==> config.mk <==
export PLATFORM = sky130hd
export DESIGN_NAME = hdlc_rx_deframer
export DESIGN_NICKNAME = d
export VERILOG_FILES = /design/src/rtl/hdlc_rx_deframer.sv
export SDC_FILE = /design/constraint.sdc
export NUM_CORES = 1
export LEC_CHECK = 0
export ABC_AREA = 1
export ABC_CLOCK_PERIOD_IN_PS = 2420
export CORE_AREA = 10 10 115 117
export CTS_BUF_LIST = sky130_fd_sc_hd__clkbuf_4
export DETAILED_ROUTE_END_ITERATION = 6
export DIE_AREA = 0 0 125 127
export GPL_TIMING_DRIVEN = 0
export REMOVE_ABC_BUFFERS = 1
export SYNTH_ARGS = -nofsm -noshare
export SYNTH_HDL_FRONTEND = slang
export SYNTH_SLANG_ARGS = --single-unit
==> constraint.sdc <==
create_clock -name Clk -period 2.42 [get_ports Clk]
set_input_delay 0.242 -clock Clk [delete_from_list [all_inputs] [get_ports Clk]]
set_output_delay 0.242 -clock Clk [all_outputs]
set_load 0.005 [all_outputs]
==> src/rtl/hdlc_rx_deframer.sv <==
// HDLC receive deframer: flag/abort detection, zero removal, an 8-bit-time
// delay line that keeps the closing flag away from the byte assembler,
// byte assembly (LSB first) and end-of-frame / abort / frame-error status.
module hdlc_rx_deframer #(
    parameter int ZERO_RUN       = 5,  // 1s after which a following 0 is removed
    parameter int ABORT_RUN      = 7,  // 1s after a 0 that form an abort (max 7)
    parameter int MIN_FRAME_BITS = 8   // shorter frames are treated as repeated flags
) (
    input  logic       Clk,
    input  logic       Rst,
    input  logic       Rx,
    input  logic       RxEN,
    output logic       Rx_FlagDetect,
    output logic       Rx_AbortDetect,
    output logic       Rx_ValidFrame,
    output logic       Rx_NewByte,
    output logic [7:0] Rx_Data,
    output logic       Rx_EoF,
    output logic       Rx_AbortSignal,
    output logic       Rx_FrameError
);

    localparam logic [7:0] FLAG_PATTERN = 8'h7E;

    typedef enum logic [1:0] {IDLE, OPEN, FRAME} state_t;

    // Sampling stage: newest bit at shift_reg[0]
    logic [7:0] shift_reg;
    logic       in_valid_reg;   // shift_reg[0] is a freshly sampled bit
    logic [2:0] ones_reg;       // consecutive 1s seen on Rx (saturating)
    logic       stuff_reg;      // shift_reg[0] is an inserted zero
    logic       flag_det_reg;
    logic       abort_det_reg;

    // Frame tracking and data path
    state_t     state_reg;
    logic [7:0] dly_reg;        // delay line, oldest bit at dly_reg[7]
    logic [3:0] fill_reg;       // number of valid bits in the delay line
    logic [7:0] asm_reg;
    logic [7:0] bit_cnt_reg;    // destuffed data bits that left the delay line
    logic       min_reached_reg;
    logic       valid_reg;
    logic       eof_pend_reg;
    logic       eof_reg;
    logic       abort_sig_reg;
    logic       frame_err_reg;
    logic [7:0] data_reg;
    logic       new_byte_reg;

    logic       advance;
    logic       flag_hit;
    logic       abort_hit;
    logic       push;
    logic [8:0] cnt_inc;
    logic [7:0] asm_next;

    assign advance   = RxEN && in_valid_reg;
    assign flag_hit  = advance && (shift_reg == FLAG_PATTERN);
    // A 0 followed by ABORT_RUN 1s; longer runs shift the 0 out, so one hit per run
    assign abort_hit = advance && !shift_reg[ABORT_RUN] && (&shift_reg[ABORT_RUN-1:0]);
    // In IDLE the bit behind an opening flag is already the first data bit
    assign push      = advance && !stuff_reg && ((state_reg != IDLE) || flag_det_reg);
    assign cnt_inc   = {1'b0, bit_cnt_reg} + 9'd1;
    assign asm_next  = {dly_reg[7], asm_reg[7:1]};

    // Bit sampling, ones counting, stuffed-zero marking and pattern detection
    always_ff @(posedge Clk) begin
        if (Rst) begin
            shift_reg     <= 8'hFF;
            in_valid_reg  <= 1'b0;
            ones_reg      <= 3'd0;
            stuff_reg     <= 1'b0;
            flag_det_reg  <= 1'b0;
            abort_det_reg <= 1'b0;
        end else begin
            in_valid_reg  <= RxEN;
            flag_det_reg  <= flag_hit;
            abort_det_reg <= abort_hit;
            if (RxEN) begin
                shift_reg <= {shift_reg[6:0], Rx};
                stuff_reg <= !Rx && (ones_reg == 3'(ZERO_RUN));
                if (Rx) begin
                    ones_reg <= (ones_reg == 3'd7) ? 3'd7 : ones_reg + 3'd1;
                end else begin
                    ones_reg <= 3'd0;
                end
            end
        end
    end

    // Frame FSM with delay line, byte assembly and registered status outputs
    always_ff @(posedge Clk) begin
        if (Rst) begin
            state_reg       <= IDLE;
            dly_reg         <= 8'h00;
            fill_reg        <= 4'd0;
            asm_reg         <= 8'h00;
            bit_cnt_reg     <= 8'd0;
            min_reached_reg <= 1'b0;
            valid_reg       <= 1'b0;
            eof_pend_reg    <= 1'b0;
            eof_reg         <= 1'b0;
            abort_sig_reg   <= 1'b0;
            frame_err_reg   <= 1'b0;
            data_reg        <= 8'h00;
            new_byte_reg    <= 1'b0;
        end else begin
            new_byte_reg <= 1'b0;
            eof_pend_reg <= 1'b0;
            eof_reg      <= eof_pend_reg;
            if (!RxEN) begin
                // Receiver disabled: silently drop any open frame
                state_reg       <= IDLE;
                valid_reg       <= 1'b0;
                fill_reg        <= 4'd0;
                bit_cnt_reg     <= 8'd0;
                min_reached_reg <= 1'b0;
            end else begin
                case (state_reg)
                    IDLE: begin
                        if (flag_det_reg) begin
                            state_reg       <= OPEN;
                            valid_reg       <= 1'b1;
                            abort_sig_reg   <= 1'b0;
                            frame_err_reg   <= 1'b0;
                            dly_reg         <= {dly_reg[6:0], shift_reg[0]};
                            fill_reg        <= push ? 4'd1 : 4'd0;
                            bit_cnt_reg     <= 8'd0;
                            min_reached_reg <= 1'b0;
                        end
                    end
                    OPEN, FRAME: begin
                        if (abort_det_reg) begin
                            state_reg     <= IDLE;
                            valid_reg     <= 1'b0;
                            abort_sig_reg <= 1'b1;
                            eof_pend_reg  <= 1'b1;
                            fill_reg      <= 4'd0;
                        end else if (flag_det_reg) begin
                            if (!min_reached_reg) begin
                                // Too short to be a frame: treat as a new opening flag
                                state_reg       <= OPEN;
                                dly_reg         <= {dly_reg[6:0], shift_reg[0]};
                                fill_reg        <= push ? 4'd1 : 4'd0;
                                bit_cnt_reg     <= 8'd0;
                                min_reached_reg <= 1'b0;
                            end else begin
                                state_reg    <= IDLE;
                                valid_reg    <= 1'b0;
                                eof_pend_reg <= 1'b1;
                                fill_reg     <= 4'd0;
                                if (bit_cnt_reg[2:0] != 3'd0) begin
                                    frame_err_reg <= 1'b1;
                                end
                            end
                        end else if (push) begin
                            dly_reg <= {dly_reg[6:0], shift_reg[0]};
                            if (fill_reg == 4'd8) begin
                                // Oldest bit leaves the delay line as a data bit
                                state_reg   <= FRAME;
                                asm_reg     <= asm_next;
                                bit_cnt_reg <= cnt_inc[7:0];
                                if (cnt_inc >= 9'(MIN_FRAME_BITS)) begin
                                    min_reached_reg <= 1'b1;
                                end
                                if (bit_cnt_reg[2:0] == 3'd7) begin
                                    data_reg     <= asm_next;
                                    new_byte_reg <= 1'b1;
                                end
                            end else begin
                                fill_reg <= fill_reg + 4'd1;
                            end
                        end
                    end
                    default: begin
                        state_reg <= IDLE;
                        valid_reg <= 1'b0;
                    end
                endcase
            end
        end
    end

    assign Rx_FlagDetect  = flag_det_reg;
    assign Rx_AbortDetect = abort_det_reg;
    assign Rx_ValidFrame  = valid_reg;
    assign Rx_NewByte     = new_byte_reg;
    assign Rx_Data        = data_reg;
    assign Rx_EoF         = eof_reg;
    assign Rx_AbortSignal = abort_sig_reg;
    assign Rx_FrameError  = frame_err_reg;

endmodule
# ---- Word level (Yosys, flattened, before mapping)
# Cells that the tools add are included.
dict set report word_totals {
  in_bits 4
  out_inout_bits 15
  regBits 60
  word_cells 134
}
dict set report classes {
  n_eq_ne 22
  order_cmp 1
  addsub 3
  reduce_logical 30
  mux 53
  n_bitwise 6
}
# operator count
set op_table {}
lappend op_table {{2-to-1 mux 8 bit} 11}
lappend op_table {{case mux 8 bit (2 select lines)} 2}
lappend op_table {{AND reduction 6 bit} 4}
lappend op_table {{2-to-1 mux 1 bit} 22}
lappend op_table {{AND reduction 7 bit} 3}
lappend op_table {{2-to-1 mux 4 bit} 5}
lappend op_table {{inequality test 3 bit (second input constant)} 6}
lappend op_table {{inequality test 2 bit (second input constant)} 6}
lappend op_table {{inequality test 4 bit (second input constant)} 3}
lappend op_table {{2-to-1 mux 2 bit} 5}
lappend op_table {{adder 8 x 1 -> 9 bit (second input constant)} 1}
lappend op_table {{equality test 3 bit (second input constant)} 3}
lappend op_table {{greater-or-equal comparator 9 x 4 -> 1 bit (second input constant)} 1}
lappend op_table {{equality test 8 x 7 -> 1 bit (second input constant)} 1}
lappend op_table {{case mux 1 bit (2 select lines)} 4}
lappend op_table {{case mux 4 bit (2 select lines)} 1}
lappend op_table {{AND reduction 4 bit} 2}
lappend op_table {{logical AND 1 bit} 7}
lappend op_table {{OR reduction 7 bit} 1}
lappend op_table {{2-to-1 mux 3 bit} 2}
lappend op_table {{inverter 1 bit} 6}
lappend op_table {{AND reduction 3 bit} 2}
lappend op_table {{adder 4 x 1 -> 4 bit (second input constant)} 1}
lappend op_table {{equality test 4 bit (second input constant)} 1}
lappend op_table {{11 further kinds} 15}

# ---- Longest topological paths before layout
# Gate-level depths: netlist of run 1.
dict set report logic_depth {
  depth_word 8
  ltp_mapped 13
  mapped_depth_nobuf 13
}

# ---- Worst setup path before layout of run 1
# Ideal clock, no wire load.
dict set report synth_path {
  path_kind {reg-to-reg}
  start {reg state_reg[0]}
  end {reg bit_cnt_reg[4]}
  slack_ps 643
  arrival_time_ps 1649
  required_ps 2292
  synth_period_minus_slack_ps 1777
  stages_incl_launch_ff 11
  n_path_buf 0
  cell_sequence {dfxtp_1 > inv_1 > ha_1 > inv_2 > nor2_4 > a21oi_1 > nand2_1 > nor2_8 > nor2_1 > a21oi_1 > nor2_1}
}
dict set report synth_between {
  elab_chain_cells 5
}
# element line
set synth_rtl {}
lappend synth_rtl {{start: declaration} 36} ;# state_t state_reg;
lappend synth_rtl {{start signal: assignment} 94} ;# state_reg <= IDLE;
lappend synth_rtl {{start signal: assignment} 113} ;# state_reg <= IDLE;
lappend synth_rtl {{start signal: assignment} 122} ;# state_reg <= OPEN;
lappend synth_rtl {{nonzero test 2 bit} 62} ;# assign push = advance && !stuff_reg && ((state_reg != IDLE) || flag_det_reg);
lappend synth_rtl {{logical OR 1 bit} 62}
lappend synth_rtl {{logical AND 1 bit} 62}
lappend synth_rtl {{inequality test 3 bit (no source line)} -}
lappend synth_rtl {{AND reduction 6 bit (no source line)} -}
lappend synth_rtl {{end signal: assignment} 162} ;# bit_cnt_reg <= cnt_inc[7:0];
lappend synth_rtl {{end: declaration} 40} ;# logic [7:0] bit_cnt_reg;
# Several ways; a longest one is shown, not always the timed one.
# A chain may end at the register's enable or synchronous reset.

# ---- Worst setup path after layout of run 1
# Ends and elaborated chain as after synthesis.

==> results.md, run 1 <==
* Synth Cell Area at 0.00269 mm2
* Initial antenna violation count at 1
* Io pins at 19
* Switching part of the total at 0.230
* Data required time of the worst path at 2.71 ns
* Sequential cell area fraction in the yosys report at 0.439
* Crit-path max FO at 10
* Overall die area at between 0.015 and 0.02 mm2
* Placeable core region at 0.0111 mm2
* Total via count in the routed design at 2309
* Post-synth top cells: sky130_fd_sc_hd__dfxtp_1 (59), sky130_fd_sc_hd__nand2_1 (56), sky130_fd_sc_hd__inv_1 (52), sky130_fd_sc_hd__a21oi_1 (37), sky130_fd_sc_hd__o21ai_0 (33)
* Total of flip-flops plus latches after synthesis at just under 60
* EDFF count, synth at 0
* Hold Violations, Final at 0
* Share of power burned in the clock network at 0.376
* Worst setup SP type: flop
* HP Class: flop to flop
* Number of buffers added on ports at 18
* Period Utilization, post-route at 0.857
* Int Power at 1290 uW
* Non-filler instance count after layout at 524
* Cell count after synthesis at 357
* Standard-cell row count at 39
* Reg-to-Reg Start: state_reg[0]$_SDFFE_PP0P_
* Status: complete, no violations
* Vias in the first global route at 2184
* Hold path start: eof_pend_reg$_SDFF_PP0_
* Cell types occupying the most area after synthesis: sky130_fd_sc_hd__dfxtp_1 (44%), sky130_fd_sc_hd__nand2_1 (7.8%), sky130_fd_sc_hd__inv_1 (7.2%)
* Num CTS Buffers at 9
* Maximum clock path buffer count at 2
* Number of gates given a new drive strength after cts at 0
* Number of DRC markers after the initial detailed-route iteration at between 150 and 200
* Detailed-router iteration count before antenna repair at 4
* Syn avg cell area at 7.54 um2
* Worst setup path startpoint: state_reg[0]$_SDFFE_PP0P_
* Setup violators final at 0
* Unrepaired setup endpoints after global routing: false
* Critical path's slowest cell: sky130_fd_sc_hd__ha_1
* Reported leakage power at 0.00118 uW
* Share of flip-flops with an asynchronous set or reset at 0
* Clock tree from TritonCTS: yes
* Maximum operating frequency at between 0.4 and 0.5 GHz
* Horizontal die dimension at between 100 and 150 um
* Total routing usage reported by global routing at 0.0733
* Drc violations at 0
* Measured slew at the worst slew-check pin at 0.731 ns
* Area growth, synth to finish at 16.1%
* Half-perimeter wire length after placement at 4120 um
* Relative slew slack at 0.512
* Prevailing post-synth register cell: sky130_fd_sc_hd__dfxtp_1
* Maximum number of pins on one net before global-route repair at 30
* Latest clock arrival within the worst-skew pair at 0.41 ns
* Max Cap Violations at 0
* Sequential Power Share at 0.589
* Cells traversed along the worst timing path: inv_1 -> ha_1 -> inv_2 -> nor2_4 -> a21oi_1 -> nand2_1 -> nor2_8 -> nor2_1 -> a21oi_1 -> nor2_1
* Initial cell density of the core at 0.242
* Post-route minimum period at 2.07 ns
* Total negative setup slack at 0 ns
* Worst setup margin at 0.345 ns
* Library cells used by synthesis at 32
* ANT nets after route at 0
* Power spent charging and discharging nets at 385 uW
* Most area-hungry cell type in the Yosys netlist: sky130_fd_sc_hd__dfxtp_1
* Worst setup path class: flop to flop
* Data arrival time of the worst path at 2.36 ns
* Sink Count at about 60
* Final weighted congestion of routability-driven global placement at 0.839
* Number of warnings reported in the yosys synthesis log at 0
* Wire length of the first global-routing pass at roughly 9700 um
* Grt ovf at 0
* Post-detailed-route via-to-cell ratio at 4.41
* Wire length reported by the detailed router at 5610 um
* NumNets Final at 390
* Cell count after placement at between 500 and 600
* Category of the worst setup path capture point: flop
* Most frequently used cell type in the post-synthesis netlist: sky130_fd_sc_hd__dfxtp_1
* Total design power at 1680 uW
* Worst vdd ir at 213 uV
* Max incr delay on CP at 0.38 ns
* Hold Worst Slack at 0.407 ns
* Clock tree root driver cell: sky130_fd_sc_hd__clkbuf_4
* DP Worst Slack at 0.0124 ns
* Comb pwr share at 0.035
* Fraction of final layout cells with drive strength greater than 1 at 0.0842
* Avg WL per Cell at 10.7 um
* Y dimension of the die at 127 um
* Post-synth top area share at 0.439
* Power density normalized to cell area at 536 mW/mm2
* Pins over their slew limit at 0
* Worst clock skew on the final layout at between 0.008 and 0.009 ns
* Number of H-tree branching levels at 3
* Clock transition time at the flip-flop clock pins of the worst setup and hold paths at 0.09 ns
layer usage:
layer | part of all wire | wire (um) | track usage
met5 | 0 | 0 | 0
met4 | 0.012 | 67 | 0.0285
met2 | 0.47 | 2620 | 0.120
met3 | 0.051 | 286 | 0.0314
met1 | 0.47 | 2640 | 0.0827
cell type report:
class / count / area, um2
antenna: 1 / 2.50
clock buffer: 9 / 67.6
clock inverter: 5 / 46.3
fill: 1235 / 8000
inverter: 59 / 221
multi-input combinational: 229 / 1240
sequential: 59 / 1180
tap: 143 / 179
timing repair buffer: 19 / 188
timing repair:
action / 4_1_cts / 5_1_grt
buffers inserted: 0 / 1
hold buffers: 0 / 0
endpoints found under the setup margin: 0 / 1
metrics by stage:
| stage | utilization | cell area [um2] |
|---|---|---|
| final | 0.281 | 3130 |
| after global routing | 0.281 | 3130 |
| after CTS | 0.280 | 3120 |
| after detailed placement | 0.270 | 3000 |
| after global placement | 0.270 | 3000 |
| after floorplan | - | 2640 |
worst paths after layout:
path / cells past startpoint / endpoint / slack, ns
max reg2reg: 10 / bit_cnt_reg[4]$_SDFFE_PP0P_ / 0.35
min reg2reg: 2 / Rx_EoF$_SDFF_PP0_ / 0.41
max: 10 / bit_cnt_reg[4]$_SDFFE_PP0P_ / 0.35
min: 2 / Rx_EoF$_SDFF_PP0_ / 0.41
worst max-delay path, delay by kind of cell (launching register included):
family | cells | cell delay (ns)
AOI/OAI and AO/OA | 2 | 0.33
adders and majority gates | 1 | 0.38
buffers and inverters | 2 | 0.19
and+or+nand+nor | 5 | 0.69
DFF | 1 | 0.37
kinds of logic (layout without fill, tap and decap cells):
group,after synthesis,after routing,synth area share
buffers and inverters,69,92,0.100
other,0,1,0
xor gates and xnor gates,2,2,0.00651
and+or+nand+nor,134,134,0.243
adders and majority gates,9,9,0.0418
AOI/OAI and AO/OA,84,84,0.169
DFF,59,59,0.439
power by group through the flow:
stage	sequential [uW]	clock (uW)	combinational [uW]
after floorplan	1010	0	36.0
after global placement	1010	0	56.8
after detailed placement	1010	0	59.3
after CTS	988	654	59.6
after global routing	990	700	67.9
final	988	630	58.7
cell usage in the layout (no fill, tap or decap):
master	netlist	routed
sky130_fd_sc_hd__nor2_2	1	1
sky130_fd_sc_hd__clkbuf_4	0	9
sky130_fd_sc_hd__nand3_4	1	1
sky130_fd_sc_hd__nor2_8	1	1
sky130_fd_sc_hd__o21ai_1	2	2
sky130_fd_sc_hd__ha_1	9	9
sky130_fd_sc_hd__clkinv_1	0	3
sky130_fd_sc_hd__a31oi_1	1	1
sky130_fd_sc_hd__buf_4	0	1
sky130_fd_sc_hd__nand2_1	56	56
sky130_fd_sc_hd__o21bai_1	1	1
sky130_fd_sc_hd__nand3_1	24	24
sky130_fd_sc_hd__clkdlybuf4s50_1	0	18
sky130_fd_sc_hd__dfxtp_1	59	59
sky130_fd_sc_hd__nand4_4	2	2
sky130_fd_sc_hd__inv_1	52	52
sky130_fd_sc_hd__a32oi_1	1	1
sky130_fd_sc_hd__or4_1	1	1
sky130_fd_sc_hd__bufinv_16	0	1
sky130_fd_sc_hd__nor2_4	1	1
sky130_fd_sc_hd__inv_2	7	7
sky130_fd_sc_hd__nand4_1	2	2
sky130_fd_sc_hd__xor2_1	1	1
sky130_fd_sc_hd__nor2_1	32	32
sky130_fd_sc_hd__o211ai_1	3	3
sky130_fd_sc_hd__nand2_2	3	3
sky130_fd_sc_hd__a21boi_0	1	1
sky130_fd_sc_hd__nand2_4	3	3
sky130_fd_sc_hd__diode_2	0	1
sky130_fd_sc_hd__a21oi_1	37	37
sky130_fd_sc_hd__clkinv_2	0	1
sky130_fd_sc_hd__nor3_1	7	7
sky130_fd_sc_hd__a211oi_1	4	4
sky130_fd_sc_hd__o21ai_0	33	33
sky130_fd_sc_hd__xnor2_1	1	1
sky130_fd_sc_hd__a211oi_2	1	1
Note: power is estimated with default switching activity, not from simulation.
==> inputs of run 2 (changes only) <==
- SLEW_MARGIN: not set -> 20
==> results of run 2 <==
Final layout, timing and power as in run 1 (identical DEF).
==> inputs of run 3 (changes only) <==
- CTS_BUF_LIST: sky130_fd_sc_hd__clkbuf_4 -> sky130_fd_sc_hd__clkbuf_2 sky130_fd_sc_hd__clkbuf_4 sky130_fd_sc_hd__clkbuf_8
==> run 3 against run 2 <==
  * Die area is the same
  * Non-clock buffer count stayed put
  * First-iteration DRC count decreased by 15%
  * Highest routed layer unchanged
  * Largest cell class unchanged
==> results.md, run 3 (synthesized netlist as in run 1, its figures left out) <==
* Drc violations at 0 (unchanged)
* Worst vdd ir at 193 uV (was 213 uV)
* Category of the worst setup path capture point: flop (unchanged)
* Latest clock arrival within the worst-skew pair at 0.34 ns (was 0.41 ns)
* Terminus of the critical flop-to-flop path: bit_cnt_reg[4]$_SDFFE_PP0P_ (unchanged)
* Critical Path End: Rx_ValidFrame$_SDFFE_PP0P_ (was bit_cnt_reg[4]$_SDFFE_PP0P_)
* Most frequent cells in the layout: sky130_fd_sc_hd__dfxtp_1 (59), sky130_fd_sc_hd__nand2_1 (56), sky130_fd_sc_hd__inv_1 (52) (unchanged)
* Wire length of the first global-routing pass at 9700 um (was 9720 um)
* Top delay family on crit path: buffers and inverters (was simple AND/OR/NAND/NOR gates)
* Clock transition time at the flip-flop clock pins of the worst setup and hold paths at 0.06 ns (was 0.09 ns)
* Power density normalized to cell area at 611 mW/mm2 (was 536 mW/mm2)
* Reported leakage power at 0.00123 uW (was 0.00118 uW)
* Initial cell density of the core at 0.242 (unchanged)
* Hold Violations, Final at 0 (unchanged)
* Crit-path max FO at 13 (was 10)
* Area of all placed cells without fillers at 0.00321 mm2 (was 0.00313 mm2)
* Final weighted congestion of routability-driven global placement at 0.839 (unchanged)
* Number of buffers added on ports at 18 (unchanged)
* Worst clock skew on the final layout at 0.00476 ns (was 0.00861 ns)
* Clock tree root driver cell: sky130_fd_sc_hd__clkbuf_8 (was sky130_fd_sc_hd__clkbuf_4)
* Overall die area at 0.0159 mm2 (unchanged)
* Maximum number of pins on one net before global-route repair at 30 (unchanged)
* ANT nets after route at 0 (unchanged)
* Total routing usage reported by global routing at 0.0735 (was 0.0733)
* Num CTS Buffers at 9 (unchanged)
* Maximum clock path buffer count at 2 (unchanged)
* Unrepaired setup endpoints after global routing: false (unchanged)
* Data required time of the worst path at 2.68 ns (was 2.71 ns)
* Initial antenna violation count at 0 (was 1)
* Commonest non-fill, non-tap cell in the layout: sky130_fd_sc_hd__dfxtp_1 (unchanged)
* Placeable core region at 0.0111 mm2 (unchanged)
* Number of DRC markers after the initial detailed-route iteration at 151 (was 178)
* Y dimension of the die at 127 um (unchanged)
* Setup violators final at 0 (unchanged)
* Pins over their slew limit at 0 (unchanged)
* Cells traversed along the worst timing path: clkdlybuf4s50_1 -> inv_1 -> nor2_1 -> inv_1 -> a211oi_1 (was inv_1 -> ha_1 -> inv_2 -> nor2_4 -> a21oi_1 -> nand2_1 -> nor2_8 -> nor2_1 -> a21oi_1 -> nor2_1)
* Sink Count at 59 (unchanged)
* Clock tree from TritonCTS: yes (unchanged)
* Most numerous cell on the critical path: sky130_fd_sc_hd__inv_1
* Number of gates given a new drive strength after cts at 0 (unchanged)
* Horizontal die dimension at 125 um (unchanged)
* Worst setup path class: input pin to flop (was flop to flop)
* Bufs and invs on worst path at 3 (was 2)
* Half-perimeter wire length after placement at 4120 um (unchanged)
* Number of H-tree branching levels at 3 (unchanged)
* DP Worst Slack at 0.0124 ns (unchanged)
* Total design power at 1960 uW (was 1680 uW)
* Worst setup path startpoint: RxEN (was state_reg[0]$_SDFFE_PP0P_)
* Number of logic stages on the critical path including buffering at 5 (was 10)
* Io pins at 19 (unchanged)
* Critical path's slowest cell: sky130_fd_sc_hd__clkdlybuf4s50_1 (was sky130_fd_sc_hd__ha_1)
* Post-detailed-route via-to-cell ratio at 4.39 (was 4.41)
* NumNets Final at 390 (unchanged)
* Max incr delay on CP at 0.71 ns (was 0.38 ns)
* R2R depth at 10 (unchanged)
* Relative slew slack at 0.504 (was 0.512)
* Total negative setup slack at 0 ns (unchanged)
* Total via count in the routed design at 2298 (was 2309)
* Post-route minimum period at 2.09 ns (was 2.07 ns)
* Vias in the first global route at 2164 (was 2184)
* Flop2flop setup slack at 0.37 ns (was 0.35 ns)
* Wire length reported by the detailed router at 5640 um (was 5610 um)
* Maximum operating frequency at 0.477 GHz (was 0.482 GHz)
* Standard-cell row count at 39 (unchanged)
* Data arrival time of the worst path at 2.35 ns (was 2.36 ns)
* Reg-to-Reg Start: state_reg[0]$_SDFFE_PP0P_ (unchanged)
* Period Utilization, post-route at 0.866 (was 0.857)
* Measured slew at the worst slew-check pin at 0.743 ns (was 0.731 ns)
* Grt ovf at 0 (unchanged)
* End-of-flow core utilization at 0.289 (was 0.281)
* Worst setup SP type: input pin (was flop)
* Detailed-router iteration count before antenna repair at 4 (unchanged)
* Area growth, synth to finish at 19.2% (was 16.1%)
* Status: complete, no violations (unchanged)
* HP Class: flop to flop (unchanged)
* Avg WL per Cell at 10.8 um (was 10.7 um)
* Fraction of final layout cells with drive strength greater than 1 at 0.0921 (was 0.0842)
* Antenna Cells at 0 (was 1)
* Worst setup margin at 0.325 ns (was 0.345 ns)
* Placed cell area at 0.00300 mm2 (unchanged)
* Max Cap Violations at 0 (unchanged)
-- run 3: repair_timing --
action                                  CTS  global route
endpoints found under the setup margin    0             2
hold buffers                              0             0
buffers inserted                          0             1
-- run 3: worst reg2reg max path: stages (launching register included) --
cell and delay (ns):
sky130_fd_sc_hd__dfxtp_1 0.36, sky130_fd_sc_hd__inv_1 0.06, sky130_fd_sc_hd__ha_1 0.38, sky130_fd_sc_hd__inv_2 0.14, sky130_fd_sc_hd__nor2_4 0.06, sky130_fd_sc_hd__a21oi_1 0.20, sky130_fd_sc_hd__nand2_1 0.26, sky130_fd_sc_hd__nor2_8 0.25
sky130_fd_sc_hd__nor2_1 0.06, sky130_fd_sc_hd__a21oi_1 0.11, sky130_fd_sc_hd__nor2_1 0.05
-- run 3: layer usage --
metal | GRT usage | part of all wire | vias to the layer above
li1 | - | - | 1194
met1 | 0.0832 | 0.46 | 1062
met2 | 0.119 | 0.47 | 35
met3 | 0.0339 | 0.056 | 7
met4 | 0.0264 | 0.014 | 0
met5 | 0 | 0 | -
-- run 3: how the worst min path moves through the flow --
stage	from	end	cells past startpoint
2_1_floorplan	Rst	Rx_AbortSignal$_SDFFE_PP0P_	1
3_3_place_gp	eof_pend_reg$_SDFF_PP0_	Rx_EoF$_SDFF_PP0_	2
3_5_place_dp	eof_pend_reg$_SDFF_PP0_	Rx_EoF$_SDFF_PP0_	2
4_1_cts	eof_pend_reg$_SDFF_PP0_	Rx_EoF$_SDFF_PP0_	2
5_1_grt	eof_pend_reg$_SDFF_PP0_	Rx_EoF$_SDFF_PP0_	2
6_report	eof_pend_reg$_SDFF_PP0_	Rx_EoF$_SDFF_PP0_	2
-- run 3: report_power, final --
group / switching (uW) / internal, uW
Clock: 368 / 546
Sequential: 7.07 / 983
Combinational: 40.4 / 18.4
Total: 415 / 1550
-- run 3: area by class of cell --
type,instances,area [um2]
Timing Repair Buffer,19,188
Tap cell,143,179
Sequential cell,59,1180
Clock inverter,2,35.0
Clock buffer,12,165
Multi-Input combinational cell,229,1240
Inverter,59,221
Fill cell,1223,7920
-- run 3: through the flow --
stage	hold WS, ns	instances
global placement	0.399	508
CTS	0.410	522
finish	0.408	523
global route	0.459	523
detailed placement	0.399	508
floorplan	0.311	347
